==> config.mk <==
export PLATFORM = sky130hd
export DESIGN_NAME = adc_spi_scan
export DESIGN_NICKNAME = d
export VERILOG_FILES = /design/src/rtl/adc_spi_scan.sv
export SDC_FILE = /design/constraint.sdc
export NUM_CORES = 1
export LEC_CHECK = 0
export CAP_MARGIN = 10
export CORE_ASPECT_RATIO = 1.5
export CORE_MARGIN = 4
export CORE_UTILIZATION = 40
export CTS_CLUSTER_SIZE = 8
export DETAILED_ROUTE_END_ITERATION = 8
export GPL_TIMING_DRIVEN = 0
export PLACE_DENSITY = 0.68
export SYNTH_ARGS = -nofsm -noshare
export SYNTH_HDL_FRONTEND = slang
export SYNTH_SLANG_ARGS = --single-unit
export TNS_END_PERCENT = 20
==> constraint.sdc <==
create_clock -name clk -period 3 [get_ports clk]
set_input_delay 0.6 -clock clk [delete_from_list [all_inputs] [get_ports clk]]
set_output_delay 0.6 -clock clk [all_outputs]
set_load 0.005 [all_outputs]
==> src/rtl/adc_spi_scan.sv <==
// Multi-channel SPI ADC scan controller.
// Sends one command frame per selected channel. Reads are pipelined: the
// result shifted in during a frame belongs to the channel commanded in the
// frame before it. A NOP flush frame at the end of a single scan collects
// the last result.
module adc_spi_scan #(
    parameter int         DATA_W   = 16,
    parameter int         CMD_W    = 32,
    parameter int         N_CH     = 4,
    parameter int         CH_W     = 2,
    parameter logic [4:0] CMD_OP   = 5'b11001,
    parameter int         SCLK_DIV = 2,
    parameter int         T_ACQ    = 100,
    parameter int         RVS_TO   = 4096
) (
    input  logic              clk,
    input  logic              rst_n,
    input  logic              start,
    input  logic              cont,
    input  logic [N_CH-1:0]   ch_mask,
    input  logic              rvs,
    input  logic              miso,
    output logic              cs,
    output logic              sclk,
    output logic              mosi,
    output logic [DATA_W-1:0] dout,
    output logic [CH_W-1:0]   dout_ch,
    output logic              dout_vld,
    output logic              busy,
    output logic              err_to
);

    localparam int DIV_W   = (SCLK_DIV > 1) ? $clog2(SCLK_DIV) : 1;
    localparam int BIT_W   = $clog2(CMD_W);
    localparam int CNT_MAX = (T_ACQ > RVS_TO) ? T_ACQ : RVS_TO;
    localparam int CNT_W   = $clog2(CNT_MAX + 1);

    localparam logic [DIV_W-1:0] DIV_END = DIV_W'(SCLK_DIV - 1);
    localparam logic [BIT_W-1:0] BIT_END = BIT_W'(CMD_W - 1);
    localparam logic [CNT_W-1:0] ACQ_END = CNT_W'(T_ACQ - 1);
    localparam logic [CNT_W-1:0] TO_END  = CNT_W'(RVS_TO - 1);

    localparam logic [1:0] S_IDLE = 2'd0;
    localparam logic [1:0] S_XFER = 2'd1;
    localparam logic [1:0] S_ACQ  = 2'd2;
    localparam logic [1:0] S_WAIT = 2'd3;

    // Lowest set bit of a channel mask (mask assumed non-zero by callers).
    function automatic logic [CH_W-1:0] lowest_set(input logic [N_CH-1:0] m);
        logic [CH_W-1:0] idx;
        idx = '0;
        for (int i = N_CH - 1; i >= 0; i--) begin
            idx = m[i] ? CH_W'(i) : idx;
        end
        return idx;
    endfunction

    // {found, index} of the lowest set bit strictly above cur.
    function automatic logic [CH_W:0] next_above(input logic [N_CH-1:0] m,
                                                 input logic [CH_W-1:0] cur);
        logic [CH_W:0] res;
        res = '0;
        for (int i = N_CH - 1; i >= 0; i--) begin
            res = (m[i] && (i > int'(cur))) ? {1'b1, CH_W'(i)} : res;
        end
        return res;
    endfunction

    // Command word: opcode and channel in the MSBs, or all zeros for a flush.
    function automatic logic [CMD_W-1:0] make_cmd(input logic flush,
                                                  input logic [CH_W-1:0] ch);
        logic [CMD_W-1:0] c;
        c = '0;
        c[CMD_W-1 -: 5+CH_W] = flush ? {(5+CH_W){1'b0}} : {CMD_OP, ch};
        return c;
    endfunction

    logic [1:0]        r_state;
    logic [DIV_W-1:0]  r_div;
    logic [BIT_W-1:0]  r_bit;
    logic [CNT_W-1:0]  r_cnt;
    logic [CMD_W-1:0]  r_tx;
    logic [DATA_W-1:0] r_rx;
    logic [N_CH-1:0]   r_mask;
    logic [CH_W-1:0]   r_cmd_ch;
    logic              r_cmd_flush;
    logic [CH_W-1:0]   r_prev_ch;
    logic              r_prev_vld;
    logic [CH_W-1:0]   r_vld_ch;
    logic              r_vld_pend;

    logic [CH_W-1:0]   w_start_ch;
    logic [CH_W-1:0]   w_wrap_ch;
    logic [CH_W:0]     w_next;
    logic [CMD_W-1:0]  w_cmd_start;
    logic [CMD_W-1:0]  w_cmd_next;

    // Channel selection and command words for the frame about to start.
    always_comb begin
        w_start_ch  = lowest_set(ch_mask);
        w_wrap_ch   = lowest_set(r_mask);
        w_next      = next_above(r_mask, r_cmd_ch);
        w_cmd_start = make_cmd(1'b0, w_start_ch);
        w_cmd_next  = make_cmd(r_cmd_flush, r_cmd_ch);
    end

    // Scan FSM, SPI bit engine and channel sequencing.
    always_ff @(posedge clk or negedge rst_n) begin
        if (!rst_n) begin
            r_state     <= S_IDLE;
            r_div       <= '0;
            r_bit       <= '0;
            r_cnt       <= '0;
            r_tx        <= '0;
            r_rx        <= '0;
            r_mask      <= '0;
            r_cmd_ch    <= '0;
            r_cmd_flush <= 1'b0;
            r_prev_ch   <= '0;
            r_prev_vld  <= 1'b0;
            r_vld_ch    <= '0;
            r_vld_pend  <= 1'b0;
            cs          <= 1'b1;
            sclk        <= 1'b0;
            mosi        <= 1'b0;
            busy        <= 1'b0;
            err_to      <= 1'b0;
        end else begin
            r_vld_pend <= 1'b0;
            err_to     <= 1'b0;
            case (r_state)
                S_IDLE: begin
                    if (start && (|ch_mask)) begin
                        r_mask      <= ch_mask;
                        r_cmd_ch    <= w_start_ch;
                        r_cmd_flush <= 1'b0;
                        r_prev_vld  <= 1'b0;
                        busy        <= 1'b1;
                        cs          <= 1'b0;
                        sclk        <= 1'b0;
                        r_div       <= '0;
                        r_bit       <= '0;
                        r_tx        <= w_cmd_start;
                        mosi        <= w_cmd_start[CMD_W-1];
                        r_state     <= S_XFER;
                    end
                end
                S_XFER: begin
                    if (r_div == DIV_END) begin
                        r_div <= '0;
                        if (!sclk) begin
                            // Rising SCLK edge: capture the result bits only.
                            sclk <= 1'b1;
                            if (int'(r_bit) < DATA_W) begin
                                r_rx <= {r_rx[DATA_W-2:0], miso};
                            end
                        end else begin
                            sclk <= 1'b0;
                            if (r_bit == BIT_END) begin
                                // End of frame: release cs and hand the result on.
                                cs         <= 1'b1;
                                mosi       <= 1'b0;
                                r_cnt      <= '0;
                                r_vld_pend <= r_prev_vld;
                                r_vld_ch   <= r_prev_ch;
                                r_prev_ch  <= r_cmd_ch;
                                r_prev_vld <= ~r_cmd_flush;
                                if (r_cmd_flush) begin
                                    busy    <= 1'b0;
                                    r_state <= S_IDLE;
                                end else begin
                                    r_state <= S_ACQ;
                                    if (w_next[CH_W]) begin
                                        r_cmd_ch <= w_next[CH_W-1:0];
                                    end else if (cont) begin
                                        r_cmd_ch <= w_wrap_ch;
                                    end else begin
                                        r_cmd_flush <= 1'b1;
                                    end
                                end
                            end else begin
                                r_bit <= r_bit + BIT_W'(1);
                                mosi  <= r_tx[CMD_W-2];
                                r_tx  <= {r_tx[CMD_W-2:0], 1'b0};
                            end
                        end
                    end else begin
                        r_div <= r_div + DIV_W'(1);
                    end
                end
                S_ACQ: begin
                    if (r_cnt == ACQ_END) begin
                        r_cnt   <= '0;
                        r_state <= S_WAIT;
                    end else begin
                        r_cnt <= r_cnt + CNT_W'(1);
                    end
                end
                S_WAIT: begin
                    if (rvs) begin
                        cs      <= 1'b0;
                        sclk    <= 1'b0;
                        r_div   <= '0;
                        r_bit   <= '0;
                        r_tx    <= w_cmd_next;
                        mosi    <= w_cmd_next[CMD_W-1];
                        r_state <= S_XFER;
                    end else if (r_cnt == TO_END) begin
                        err_to  <= 1'b1;
                        busy    <= 1'b0;
                        r_state <= S_IDLE;
                    end else begin
                        r_cnt <= r_cnt + CNT_W'(1);
                    end
                end
                default: begin
                    r_state <= S_IDLE;
                end
            endcase
        end
    end

    // Result output register: one-cycle valid strobe, data held until the next result.
    always_ff @(posedge clk or negedge rst_n) begin
        if (!rst_n) begin
            dout     <= '0;
            dout_ch  <= '0;
            dout_vld <= 1'b0;
        end else begin
            dout_vld <= r_vld_pend;
            if (r_vld_pend) begin
                dout    <= r_rx;
                dout_ch <= r_vld_ch;
            end
        end
    end

endmodule
==> flow_metrics.tcl, run 1 <==
set metrics [dict create \
    status "complete, no violations" \
    cap_violations 0 \
    stdcell_count 491 \
    drv_slew 0 \
    slew_headroom 0.5809 \
    wl_per_cell_um 15.31 \
    crit_start "r_bit[0]$_DFFE_PN0P_" \
    cts_max_level 3 \
    syn_nets 346 \
    dieArea_mm2 0.01093 \
    grt_setup_unrepaired "false" \
    die_x_um 86.71 \
    power_mw 2.383 \
    ctsResizeCount 0 \
    irDropWorstVdd_uv 422.2 \
    root_buffer "clkbuf_16" \
    dr_total_vias 2634 \
    p_seq_frac 0.460 \
    pin_count 34 \
    internal_power_mw 1.919 \
    synth_seq_cells 80 \
    cts_sinks 80 \
    crit_type "reg -> reg" \
    gp_congestion 0.8707 \
    final_core_util 0.5076 \
    grt_max_degree 45 \
    synthFlopType "dfrtp_1" \
    fp.dieH_um 126.1 \
    dpl.cell_count 477 \
    synth.distinct_cells 52 \
    drt_wl_total_um 7517 \
    cp-start-kind "register" \
    antenna_found_initial 0 \
    clk_path_buf_depth 2 \
    setup_violations 0 \
    drc 0 \
    p_clk_frac 0.513 \
    synth_edf_count 0 \
    insertion_delay_ps 330 \
    cp_data_arrival_time_ps 2680 \
    grtUsageTotal 0.1513 \
    fmax_ghz 0.4072 \
    p_sw_mw 0.4636 \
    diodes 0 \
    p_leak_nw 2.051 \
    grt_first_pass_wirelength_um 13030 \
    dp_hpwl_um 5355 \
    max_slew.worst_pin.slew_ps 625.3 \
    globalRouteOverflowTotal 0 \
    avgSynthCellArea_um2 11.16 \
    io_buffer_count 33 \
    first_pass_iters 5 \
    finalSetupTns_ps 0 \
    fp-row-count 42 \
    initial_core_util 0.4161 \
    r2r-start "r_bit[0]$_DFFE_PN0P_" \
    min_path_type "in -> async" \
    powerDensity_mw_per_mm2 525.5 \
    final_cell_mix "dfrtp_1 (79), mux2_2 (45), clkdlybuf4s50_1 (32)" \
    yosysSeqAreaShare 0.5389 \
    numCtsBuffers 9 \
    synth.cell_area_mm2 0.003717 \
    drive_gt1_frac 0.2231 \
    grt_pass1_vias 2691 \
    final_common_cell "dfrtp_1" \
    post_cts_buffers 0 \
    hold_buffers 0 \
    yosysWarnings 0 \
    cts_tree "done" \
    clkTransAtPathRegs_ps 60 \
    fin_crit_sh 0.8185 \
    swShare 0.1946 \
    synth-async-reset-ratio 1.000 \
    hold_viol_final 0 \
    core_mm2 0.008934 \
    finalHoldWorstSlack_ps 237.8 \
    via_per_inst 5.365 \
    area_delta_synth_final_pct 21.98 \
    synthCells 333 \
    path_max_fanout 10 \
    fin_skew_ps 8.196 \
    drt_iter0_markers 136 \
    design.final.nets 391 \
    crit_path_end_kind "register" \
    required_ps 3220 \
    timing.final.crit_period_ps 2456 \
    power_frac_comb 0.027 \
    ant_nets 0 \
]
[flip-flops by register name, indices dropped and copies added (netlist names), 4 cells and up, named ones only]
name	count
dout	16
r_rx	16
r_cnt	13
r_tx	6
r_bit	5
r_mask	4
[layout make-up]
type	count	area, um2
fill	831	4399
clock buffer	9	225.2
clock inverter	5	106.4
timing repair buffer	34	347.8
tap	110	137.6
inverter	11	41.29
sequential	80	2003
buffer	15	83.83
multi-input combinational	227	1589
[cells in the mapped netlist, drive strengths merged, types with 2 or more instances]
cell / count / share of area
o21ai: 30 / 0.041
a21oi: 15 / 0.020
a22o: 2 / 0.0047
or4: 2 / 0.0050
nor2: 21 / 0.023
mux2i: 2 / 0.0054
or2: 2 / 0.0034
a31oi: 5 / 0.0084
nor3: 9 / 0.018
nand4: 6 / 0.010
and2: 2 / 0.0034
buf: 11 / 0.019
o31ai: 7 / 0.014
or3: 2 / 0.0034
nor2b: 5 / 0.0084
and3: 3 / 0.0050
o22ai: 2 / 0.0034
a211oi: 2 / 0.0040
inv: 11 / 0.011
ha: 3 / 0.010
o41ai: 4 / 0.019
nand2b: 5 / 0.0084
clkbuf: 4 / 0.0040
nand3: 10 / 0.013
mux2: 45 / 0.14
nand2: 29 / 0.029
nor4: 3 / 0.0050
dfrtp: 79 / 0.53
[worst max-delay path, cell delays in order (launching register included)]
cell and delay (ps):
dfrtp_1 370, ha_1 180, and3_1 170, ha_1 290, nand4_1 180, a21oi_1 240
nand2_1 180, or2_1 280, buf_4 180, o31ai_1 260
[cells by family (layout without fill, tap and decap cells)]
family,after synthesis,after routing,synth area share
AOI/OAI and AO/OA,75,75,0.1333
buffers and inverters,26,74,0.03366
xor gates and xnor gates,1,1,0.002357
adders and majority gates,3,3,0.01010
and+or+nand+nor,101,101,0.1400
muxes,47,47,0.1417
DFF,80,80,0.5389
[power groups by stage]
stage               sequential, mW  combinational [mW]  clock (mW)
floorplan                     1.11              0.0217           0
global placement              1.12              0.0618           0
detailed placement            1.12              0.0663           0
CTS                           1.10              0.0667        1.25
global route                  1.10              0.0741        1.30
finish                        1.10              0.0649        1.22
[final timing paths]
check | endpoint | slack (ps) | cells past startpoint
setup / recovery | r_cnt[3]$_DFFE_PN0P_ | 540 | 9
hold / removal | dout[0]$_DFFE_PN0P_ | 240 | 1
setup reg to reg | r_cnt[3]$_DFFE_PN0P_ | 540 | 9
hold reg to reg | dout_vld$_DFF_PN0_ | 380 | 0
max in group asynchronous | dout[9]$_DFFE_PN0P_ | 2180 | 2
min in group clk | dout_vld$_DFF_PN0_ | 380 | 0
[layer usage]
metal / track usage / vias to the layer above / part of all wire
li1: - / 1294 / -
met5: 0 / - / 0
met1: 0.1845 / 1284 / 0.43
met2: 0.2507 / 45 / 0.52
met3: 0.03791 / 11 / 0.032
met4: 0.06514 / 0 / 0.018
[stage by stage]
step / area, um2 / setup WS (ps)
after floorplan: 3717 / 959.7
after global placement: 4185 / -1470
after detailed placement: 4203 / 220.2
after CTS: 4534 / 561.8
after global routing: 4534 / 293.3
final: 4534 / 544.4
Note: power is estimated with default switching activity, not from simulation.
==> run 2: changes to the inputs <==
Clock period 3 ns to 2.56 ns, I/O delays scaled along.
==> flow_metrics.tcl, run 2 (synthesis gave the netlist of run 1 again) <==
set metrics [dict create \
    final_cell_mix "dfrtp_1 (79), mux2_2 (45), clkdlybuf4s50_1 (32)" \
    clk_path_buf_depth 2 \
    dpl.cell_count 477 \
    crit_type "in -> reg" \
    placed_area_mm2 0.004203 \
    fp-row-count 42 \
    max_slew.worst_pin.slew_ps 672.4 \
    first_pass_iters 5 \
    crit_path_cell_trace "clkdlybuf4s50_1, o41ai_2, nor3_2, nor3_2, buf_2, o21ai_0" \
    drc 0 \
    drive_gt1_frac 0.2283 \
    initial_core_util 0.4161 \
    antenna_found_initial 0 \
    finalHoldWorstSlack_ps 149.3 \
    power_mw 2.793 \
    multi_input_area_mm2 0.001595 \
    path_max_fanout 10 \
    cp-start-kind "input port" \
    dieArea_mm2 0.01093 \
    p_leak_nw 2.050 \
    cts_sinks 80 \
    numCtsBuffers 9 \
    irDropWorstVdd_uv 494.8 \
    drt_iter0_markers 133 \
    required_ps 2760 \
    drv_slew 0 \
    drt_wl_total_um 7509 \
    insertion_delay_ps 330 \
    min_path_type "in -> async" \
    fill_cells 831 \
    cp_data_arrival_time_ps 2570 \
    post_cts_buffers 0 \
    fin_skew_ps 8.164 \
    grt_max_degree 45 \
    cts_tree "done" \
    final_common_cell "dfrtp_1" \
    wl_per_cell_um 15.29 \
    crit_slowest_cell "o41ai_2" \
    cap_violations 0 \
    slew_headroom 0.5493 \
    status "complete, no violations" \
    globalRouteOverflowTotal 0 \
    setup_violations 0 \
    reg.largest.list "dout x16, r_rx x16, r_cnt x13" \
    timing.final.crit_period_ps 2369 \
    grt_setup_unrepaired "false" \
    via_per_inst 5.424 \
    grt_first_pass_wirelength_um 13030 \
    final_area_mm2 0.004541 \
    hold_viol_final 0 \
    crit_path_end_kind "register" \
    pin_count 34 \
    clkTransAtPathRegs_ps 60 \
    dr_total_vias 2663 \
    gp_congestion 0.8707 \
    core_mm2 0.008934 \
    io_buffer_count 33 \
    die_x_um 86.71 \
    finalSetupTns_ps 0 \
    fmax_ghz 0.4221 \
    path_common_cell "nor3_2" \
    root_buffer "clkbuf_16" \
    register_area_mm2 0.002003 \
    area_delta_synth_final_pct 22.15 \
    stdcell_count 491 \
    cts_max_level 3 \
    diodes 0 \
    design.final.nets 391 \
    fin_crit_sh 0.9255 \
    ant_nets 0 \
    reg2reg_depth 9 \
    grtUsageTotal 0.1513 \
    dp_hpwl_um 5355 \
    grt_pass1_vias 2691 \
    fp.dieH_um 126.1 \
    critPathMaxStageDelay_ps 630 \
    powerDensity_mw_per_mm2 615.0 \
]
run 2: cell counts in the layout (fill, tap and decap cells not counted):
No cell type changed its count.
run 2: stage by stage:
step / setup WS, ps / utilization
4_1_cts: 122.5 / 0.5076
6_report: 190.6 / 0.5083
3_5_place_dp: -131.8 / 0.4704
5_1_grt: 3.080 / 0.5083
2_1_floorplan: 519.7 / -
3_3_place_gp: -1822 / 0.4685
run 2: worst max-delay path: cells and delay by family:
family,cells,cell delay (ps)
simple gates,2,570
compound gates,2,740
buf+inv,2,730
run 2: timing repair:
item,in CTS,in global routing
setup endpoints to repair,0,9
resized for setup,0,2
endpoints found under the hold margin,0,0
hold buffers,0,0
run 2: routing by layer:
| metal | track usage | share of wire |
|---|---|---|
| met1 | 0.1845 | 0.43 |
| met2 | 0.2507 | 0.52 |
| met3 | 0.03791 | 0.030 |
| met4 | 0.06514 | 0.018 |
| met5 | 0 | 0 |
run 2: report_power, final:
part | internal, mW | total (mW) | leakage, nW | switching, mW
combinational | 0.0297 | 0.0762 | 0.843 | 0.0465
sequential | 1.27 | 1.28 | 1.05 | 0.00955
clock | 0.944 | 1.43 | 0.158 | 0.488
run 2: final cells by class:
class	count	area share
Sequential cell	80	0.4412
Multi-Input combinational cell	227	0.3513
Timing Repair Buffer	34	0.07661
Clock buffer	9	0.04960
Tap cell	110	0.03031
Clock inverter	5	0.02342
Buffer	15	0.01846
Inverter	11	0.009093
run 2: final timing paths:
| path | from | endpoint | slack [ps] |
|---|---|---|---|
| setup / recovery | ch_mask[0] | r_tx[28]$_DFFE_PN0P_ | 190 |
| hold / removal | rst_n | dout[0]$_DFFE_PN0P_ | 150 |
| setup reg to reg | r_bit[0]$_DFFE_PN0P_ | r_cnt[3]$_DFFE_PN0P_ | 200 |
| hold reg to reg | r_vld_pend$_DFF_PN0_ | dout_vld$_DFF_PN0_ | 380 |
| max in group asynchronous | rst_n | dout[9]$_DFFE_PN0P_ | 1820 |
| min in group clk | r_vld_pend$_DFF_PN0_ | dout_vld$_DFF_PN0_ | 380 |
